File: src/rtl/uart_tx_fifo.sv
`default_nettype none
// ============================================================================
//  Module   : uart_tx_fifo
//  Purpose  : Buffered 8N1 UART transmitter: byte FIFO plus runtime-divided
//             baud-rate serialiser driving an idle-high TX pin.
//  Revision : 1.0 - initial release
// ============================================================================

module uart_tx_fifo #(
   parameter int DEPTH   = 16,
   parameter int DIV_MIN = 2
) (
   input  logic                     clk,
   input  logic                     resetn,
   input  logic                     wr_valid,
   output logic                     wr_ready,
   input  logic [7:0]               wr_data,
   input  logic [15:0]              div,
   output logic                     tx,
   output logic                     busy,
   output logic [$clog2(DEPTH):0]   level
);

   localparam int          c_aw      = $clog2(DEPTH);
   localparam int          c_pw      = c_aw + 1;
   localparam logic [15:0] c_div_min = 16'(DIV_MIN);

   typedef enum logic [1:0] {
      S_IDLE  = 2'd0,
      S_START = 2'd1,
      S_DATA  = 2'd2,
      S_STOP  = 2'd3
   } state_t;

   logic [7:0]      r_mem [DEPTH];
   logic [c_pw-1:0] r_wptr;
   logic [c_pw-1:0] r_rptr;
   logic [c_pw-1:0] r_level;
   logic            r_wr_ready;

   state_t          r_state;
   logic [15:0]     r_baud_cnt;
   logic [15:0]     r_div;
   logic [7:0]      r_shift;
   logic [2:0]      r_bit_idx;
   logic            r_tx;

   logic            w_empty;
   logic            w_push;
   logic            w_pop;
   logic            w_baud_done;
   logic [15:0]     w_eff_div;
   logic [7:0]      w_head;
   logic [c_pw-1:0] w_wptr_nxt;
   logic [c_pw-1:0] w_rptr_nxt;
   logic            w_full_nxt;

   assign w_empty     = (r_wptr == r_rptr);
   // r_wr_ready always mirrors !full, so a full FIFO ignores writes even on a pop edge
   assign w_push      = wr_valid && r_wr_ready;
   assign w_baud_done = (r_baud_cnt == 16'd0);
   assign w_pop       = !w_empty &&
                        ((r_state == S_IDLE) || ((r_state == S_STOP) && w_baud_done));
   assign w_eff_div   = (div < c_div_min) ? c_div_min : div;
   assign w_head      = r_mem[r_rptr[c_aw-1:0]];

   assign w_wptr_nxt  = w_push ? (r_wptr + c_pw'(1)) : r_wptr;
   assign w_rptr_nxt  = w_pop  ? (r_rptr + c_pw'(1)) : r_rptr;
   assign w_full_nxt  = (w_wptr_nxt[c_aw] != w_rptr_nxt[c_aw]) &&
                        (w_wptr_nxt[c_aw-1:0] == w_rptr_nxt[c_aw-1:0]);

   always_ff @(posedge clk) begin
      if (w_push) begin
         r_mem[r_wptr[c_aw-1:0]] <= wr_data;
      end
   end

   always_ff @(posedge clk or negedge resetn) begin
      if (!resetn) begin
         r_wptr     <= '0;
         r_rptr     <= '0;
         r_level    <= '0;
         r_wr_ready <= 1'b1;
      end else begin
         r_wptr     <= w_wptr_nxt;
         r_rptr     <= w_rptr_nxt;
         r_wr_ready <= !w_full_nxt;
         case ({w_push, w_pop})
            2'b10:   r_level <= r_level + c_pw'(1);
            2'b01:   r_level <= r_level - c_pw'(1);
            default: r_level <= r_level;
         endcase
      end
   end

   // Each state holds its bit for r_div clocks; r_div is frozen at the pop edge
   always_ff @(posedge clk or negedge resetn) begin
      if (!resetn) begin
         r_state    <= S_IDLE;
         r_baud_cnt <= '0;
         r_div      <= c_div_min;
         r_shift    <= '0;
         r_bit_idx  <= '0;
         r_tx       <= 1'b1;
      end else begin
         case (r_state)
            S_IDLE: begin
               r_tx <= 1'b1;
               if (w_pop) begin
                  r_shift    <= w_head;
                  r_div      <= w_eff_div;
                  r_baud_cnt <= w_eff_div - 16'd1;
                  r_tx       <= 1'b0;
                  r_state    <= S_START;
               end
            end
            S_START: begin
               if (w_baud_done) begin
                  r_tx       <= r_shift[0];
                  r_bit_idx  <= 3'd0;
                  r_baud_cnt <= r_div - 16'd1;
                  r_state    <= S_DATA;
               end else begin
                  r_baud_cnt <= r_baud_cnt - 16'd1;
               end
            end
            S_DATA: begin
               if (w_baud_done) begin
                  r_baud_cnt <= r_div - 16'd1;
                  if (r_bit_idx != 3'd7) begin
                     r_shift   <= r_shift >> 1;
                     r_tx      <= r_shift[1];
                     r_bit_idx <= r_bit_idx + 3'd1;
                  end else begin
                     r_tx    <= 1'b1;
                     r_state <= S_STOP;
                  end
               end else begin
                  r_baud_cnt <= r_baud_cnt - 16'd1;
               end
            end
            S_STOP: begin
               if (w_baud_done) begin
                  if (w_pop) begin
                     // back-to-back frame: start bit follows the stop bit directly
                     r_shift    <= w_head;
                     r_div      <= w_eff_div;
                     r_baud_cnt <= w_eff_div - 16'd1;
                     r_tx       <= 1'b0;
                     r_state    <= S_START;
                  end else begin
                     r_state <= S_IDLE;
                  end
               end else begin
                  r_baud_cnt <= r_baud_cnt - 16'd1;
               end
            end
            default: begin
               r_tx    <= 1'b1;
               r_state <= S_IDLE;
            end
         endcase
      end
   end

   assign wr_ready = r_wr_ready;
   assign tx       = r_tx;
   assign level    = r_level;
   assign busy     = !w_empty || (r_state != S_IDLE);

endmodule

`default_nettype wire

File: config.mk
export PLATFORM = sky130hd
export DESIGN_NAME = uart_tx_fifo
export DESIGN_NICKNAME = d
export VERILOG_FILES = /design/src/rtl/uart_tx_fifo.sv
export SDC_FILE = /design/constraint.sdc
export NUM_CORES = 1
export LEC_CHECK = 0
export BUFFER_PORTS_ARGS = -buffer_cell sky130_fd_sc_hd__buf_2
export CAP_MARGIN = 20
export CELL_PAD_IN_SITES_DETAIL_PLACEMENT = 1
export CELL_PAD_IN_SITES_GLOBAL_PLACEMENT = 2
export CORE_MARGIN = 4
export CORE_UTILIZATION = 48
export DETAILED_ROUTE_END_ITERATION = 7
export PLACE_DENSITY = 0.89
export SLEW_MARGIN = 20
export SYNTH_ARGS = -nofsm -noshare
export SYNTH_HDL_FRONTEND = slang
export SYNTH_SLANG_ARGS = --single-unit
File: constraint.sdc
create_clock -name clk -period 6.5 [get_ports clk]
set_input_delay 0.65 -clock clk [delete_from_list [all_inputs] [get_ports clk]]
set_output_delay 0.65 -clock clk [all_outputs]
set_load 0.02 [all_outputs]
# == Word level (Yosys, flattened, before mapping) ==
# Memories as Yosys holds them, arrays and structs flattened.
# Index checks and enable logic that the tools add are counted.
# word_totals
ramBits,128
output_inout_bits,8
n_memories,1
reg_bits,62
# mem_list
name,words,word_bits,rd,rd_ports_with_merged_regs,write_ports,line,source
r_mem,16,8,1,0,1,35,logic [7:0] r_mem [DEPTH];
# classes
order_cmp,1
n_eq_ne,16
add_sub_neg,8
muxes,36
n_reduce_logical,21
# ops
op,count
$mux 16,6
$pmux 16 s3,1
$sub 16x1->16 const B,3
$mux 8,4
$pmux 16 s2,1
$pmux 8 s3,1
$logic_not 16->1,1
$lt 16x2->1 const B,1
$add 5x1->5 const B,3
$ne 2x2->1 const B,7
$reduce_and 4->1,3
$mux 2,5
$mux 5,2
$pmux 5 s2,1
$mux 1,9
$mux 3,3
$pmux 2 s4,1
$reduce_bool 2->1,4
$eq 2x2->1 const B,3
$pmux 3 s2,1
$eq 5x5->1,1
$reduce_and 5->1,1
$sub 5x1->5 const B,1
$eq 2x1->1 const B,2
other kinds (12),17

# == Logic depth before layout (Yosys ltp) ==
# logic_depth
word_depth,8
mapped_depth,17
ltp_nobuf,16

# == Least setup slack after synthesis ==
# OpenSTA, ideal clock, no wires.
# synth_timing
path_type,flip-flop to flip-flop
start,register r_baud_cnt[0]
end,"register r_level[4], in the netlist level[4]"
path_stages_with_launch,18
t_arrival_ps,2979
setup_time_ps,130
path_buffers,1
path_slack_ps,3391
required_ps,6370
cell_sequence,dfrtp_1 -> inv_1 -> ha_1 -> nor4b_1 -> and4_4 -> a21o_2 -> nand2_2 -> clkinv_2 -> buf_6 -> ha_1 -> inv_1 -> fa_1 -> inv_1 -> a21o_1 -> a21oi_1 -> xnor2_1 -> nor2_1 -> xor2_1
# synth_via
elab_chain_cells,6
# synth_lines
element,line,source
"start, declared",42,logic [15:0] r_baud_cnt;
"start signal, assigned",112,r_baud_cnt <= w_eff_div - 16'd1;
"start signal, assigned",121,r_baud_cnt <= r_div - 16'd1;
"start signal, assigned",124,r_baud_cnt <= r_baud_cnt - 16'd1;
$logic_not 16->1 (*),61,assign w_baud_done = (r_baud_cnt == 16'd0);
$logic_and 1x1->1 (*),63,((r_state == S_IDLE) || ((r_state == S_STOP) && w_baud_done));
$logic_or 1x1->1 (*),63,
$logic_and 1x1->1 (*),62,assign w_pop = !w_empty &&
$eq 2x1->1 or $eq 2x2->1 (tied branches),88,"case ({w_push, w_pop})"
$pmux 5 s2 or $reduce_bool 2->1 (tied branches),-,
"end signal, assigned",89,2'b10: r_level <= r_level + c_pw'(1);
"end signal, assigned",90,2'b01: r_level <= r_level - c_pw'(1);
"end signal, assigned",91,default: r_level <= r_level;
"end, declared",38,logic [c_pw-1:0] r_level;
# Every way passes the cells marked *; elsewhere a longest branch is shown, timed or not.
# A chain may end at the register's enable or synchronous reset.

# == Worst setup path in the final report ==
# Ends and elaborated chain as after synthesis.

==> results.json <==
{
  "status": "complete, no violations",
  "wire_per_inst_um": 23.9,
  "crit_path_frequent_cell": "inv_1",
  "max_cap_viol_count": 0,
  "worst_skew_pair.late_latency_ps": 450,
  "worst_path_max_delay_cell": "dfrtp_1",
  "hpwl_mm": 16.2,
  "gp_routability_congestion": 0.830,
  "power_per_cell_area_nw_per_um2": 502,
  "via_count": 6108,
  "global_route.usage.total_pct": 23.1,
  "cts_post_setup_buffers_inserted": 0,
  "drt_pass1_iterations": 5,
  "grt_setup_unrepaired": "no",
  "slew_headroom_pct": 36.0,
  "antenna_cells_inserted": 0,
  "ctsHtreeMaxLevel": 4,
  "tns_ps": 0,
  "cts_num_sinks": 190,
  "finalWorstSetupSlack_ps": 2560,
  "starting_utilization_of_the_core_area_pct": 49.5,
  "vdd_ir_drop_max_mv": 0.250,
  "timing.critical_path.arrival_ps": 4280,
  "syn-num-nets": 757,
  "synth_area_um2": 9340,
  "floorplan.die.height_um": 148,
  "crit_buf_inv": 4,
  "worstSetupStartpointType": "flip-flop",
  "worst_slew_pin_slew_ps": 960,
  "ant_nets": 0,
  "drc_errors": 0,
  "postSynthCellCount": 710,
  "post_cts.resized_instances": 0,
  "ys_seq_area_share_pct": 57.8,
  "placement.cell_area_um2": 9740,
  "drive_above_1_share_pct": 21.7,
  "drt_iter0_markers": 397,
  "critical_path_required_ps": 6840,
  "post_synth_num_cell_types": 64,
  "clock_tree.root_cell": "clkbuf_16",
  "timing.critical_path.slowest_cell_delay_ps": 440,
  "filler_cell_count": 1912,
  "max-clock-path-buffers": 2,
  "cp_top_family": "simple AND/OR/NAND/NOR gates",
  "crit_path_cell_trace": "inv_1 -> ha_1 -> nor4b_1 -> and4_4 -> a21o_2 -> nand2_2 -> clkinv_2 -> ha_1 -> inv_1 -> fa_1 -> inv_1 -> a21o_1 -> a21oi_1 -> xnor2_1 -> nor2_1 -> xor2_1",
  "antenna_found_initial": 0,
  "cts_tree": "built",
  "pin_count": 35,
  "post-route-cell-area_um2": 10400,
  "worstHoldPathType": "input port to async pin",
  "setup.worst_path.end_class": "flip-flop",
  "synth_edf_count": 128,
  "static-leakage-power_nw": 3.75,
  "first_pass_grt_wire_length_mm": 38.6,
  "syn2layout_area_growth_pct": 11.3,
  "finalHoldViolCount": 0,
  "viasPerCell": 6.05,
  "final-seq-area_um2": 5400,
  "num-nets-final": 784,
  "cts.hold.buffers_added": 0,
  "clkSlewWorstSetupHoldPaths_ps": 80,
  "overflow": 0,
  "numCtsBuffers": 17,
  "report.final.slew_viol_count": 0,
  "design.die.area_um2": 21800,
  "port_buffers": 34,
  "multi_input_comb_area_um2": 3740,
  "asyncSetResetFlopFracSynth_pct": 32.6,
  "critical_path_class": "flip-flop to flip-flop",
  "grt_start_max_net_pins": 63,
  "synthesis.yosys.warnings": 0,
  "postSynthRegisterBits": 190,
  "fmax_mhz": 254,
  "fin_crit_ps": 3940,
  "fin_worst_skew_ps": 13.9,
  "timing.final.setup_violations": 0,
  "dominantRegCellSynth": "edfxtp_1",
  "chipWidth_um": 148,
  "critical_path.max_fanout": 15,
  "part_of_the_cycle_the_worst_path_needs_pct": 60.6,
  "r2r_slack_ps": 2560,
  "route.final.wire_length_mm": 24.1,
  "grt_pass1_vias": 6603,
  "dpl_worst_slack_ps": 2590,
  "std_cell_rows": 50,
  "syn-mean-instance-area_um2": 13.2,
  "core_um2": 18900
}
cell usage in the layout, fill, tap and decap left out, types with 10 or more instances in the layout:
| cell type | instances |
|---|---|
| a21oi_1 | 40 |
| buf_2 | 34 |
| clkbuf_16 | 17 |
| dfrtp_1 | 57 |
| edfxtp_1 | 128 |
| ha_1 | 19 |
| inv_1 | 17 |
| mux2_2 | 32 |
| mux4_2 | 33 |
| nand2_1 | 58 |
| nand3_1 | 14 |
| nor2_1 | 57 |
| nor3_1 | 18 |
| o21ai_0 | 28 |
| or3_1 | 10 |
| xnor2_1 | 27 |
| xor2_1 | 29 |
sequential cells by signal, indices dropped and copies added, names as in the netlist:
register    flops
level           5
r_baud_cnt     16
r_bit_idx       3
r_div          16
r_mem         128
r_rptr          5
r_shift         8
r_state         2
r_wptr          5
tx              1
wr_ready        1
Yosys cell counts, types with 4 or more instances:
cell type  count  area (µm²)
mux2_2        32         360
xor2_1        29         254
and2_1         4        25.0
nand4_1        5        31.3
mux4_2        33         743
mux2i_1        5        50.1
inv_1         17        63.8
nand2_1       58         218
a22o_1         4        35.0
buf_2         11        55.1
xnor2_1       27         236
nor4_1         8        50.1
a211oi_1       4        30.0
or3_1         10        62.6
o21ai_0       28         140
o32ai_1        9        78.8
edfxtp_1     128        3840
ha_1          19         238
clkbuf_1      15        56.3
a31oi_1        4        25.0
a22oi_1        5        37.5
nand3_1       14        70.1
a21oi_1       40         200
dfrtp_1       59        1480
nor2_1        57         214
nor3_1        22         110
layout make-up:
class / count / share of cell area (%)
Clock buffer: 17 / 4.09
Multi-Input combinational cell: 470 / 35.9
Sequential cell: 190 / 51.9
Timing Repair Buffer: 39 / 2.00
Tap cell: 260 / 3.13
Inverter: 19 / 0.698
Clock inverter: 15 / 2.19
per-layer routing:
metal,vias up,GRT usage [%],share of wire (%)
met2,136,41.2,53
met5,-,0,0
met1,3201,28.5,41
met4,0,8.15,2.6
met3,43,3.74,3.6
li1,2728,-,-
final timing paths:
path                                     from         to  depth (start not counted)
worst max-delay path            r_baud_cnt[0]   level[4]                         16
worst min-delay path                   resetn  r_div[10]                          2
worst max register to register  r_baud_cnt[0]   level[4]                         16
worst min register to register       level[4]   level[4]                          1
max in group asynchronous              resetn  r_rptr[1]                          2
min in group clk                     level[4]   level[4]                          1
power by group:
group	switching (mW)	internal, mW
registers	0.298	1.58
clock network	0.567	0.571
logic	1.27	0.937
worst register-to-register path, delay by kind of cell (launching register included):
kind / cells / cell delay (ps)
AOI/OAI and AO/OA: 3 / 420
xor gates and xnor gates: 2 / 300
adders and majority gates: 3 / 960
buffers and inverters: 4 / 590
DFF: 1 / 440
and+or+nand+nor: 4 / 1120
through the flow:
stage | instances | power (mW) | hold slack [ps] | utilization, %
5_1_grt | 1010 | 5.54 | 465 | 55.0
2_1_floorplan | 710 | 3.47 | 354 | -
4_1_cts | 1010 | 5.25 | 420 | 55.0
6_report | 1010 | 5.22 | 368 | 55.0
3_3_place_gp | 978 | 3.96 | 462 | 51.5
3_5_place_dp | 978 | 4.08 | 467 | 51.6
cells by family (layout without fill, tap and decap cells):
kind of cell             Yosys count  after routing  share of synthesized area (%)
buffers and inverters             50             90                           2.42
flip-flops                       190            190                           57.8
multiplexers                      70             70                           12.3
AND/OR/NAND/NOR                  206            206                           11.2
adder cells (fa/ha/maj)           20             20                           2.76
XOR/XNOR                          57             57                           5.49
AO/OA/AOI/OAI                    117            117                           8.02
(Power assumes the default switching activity.)
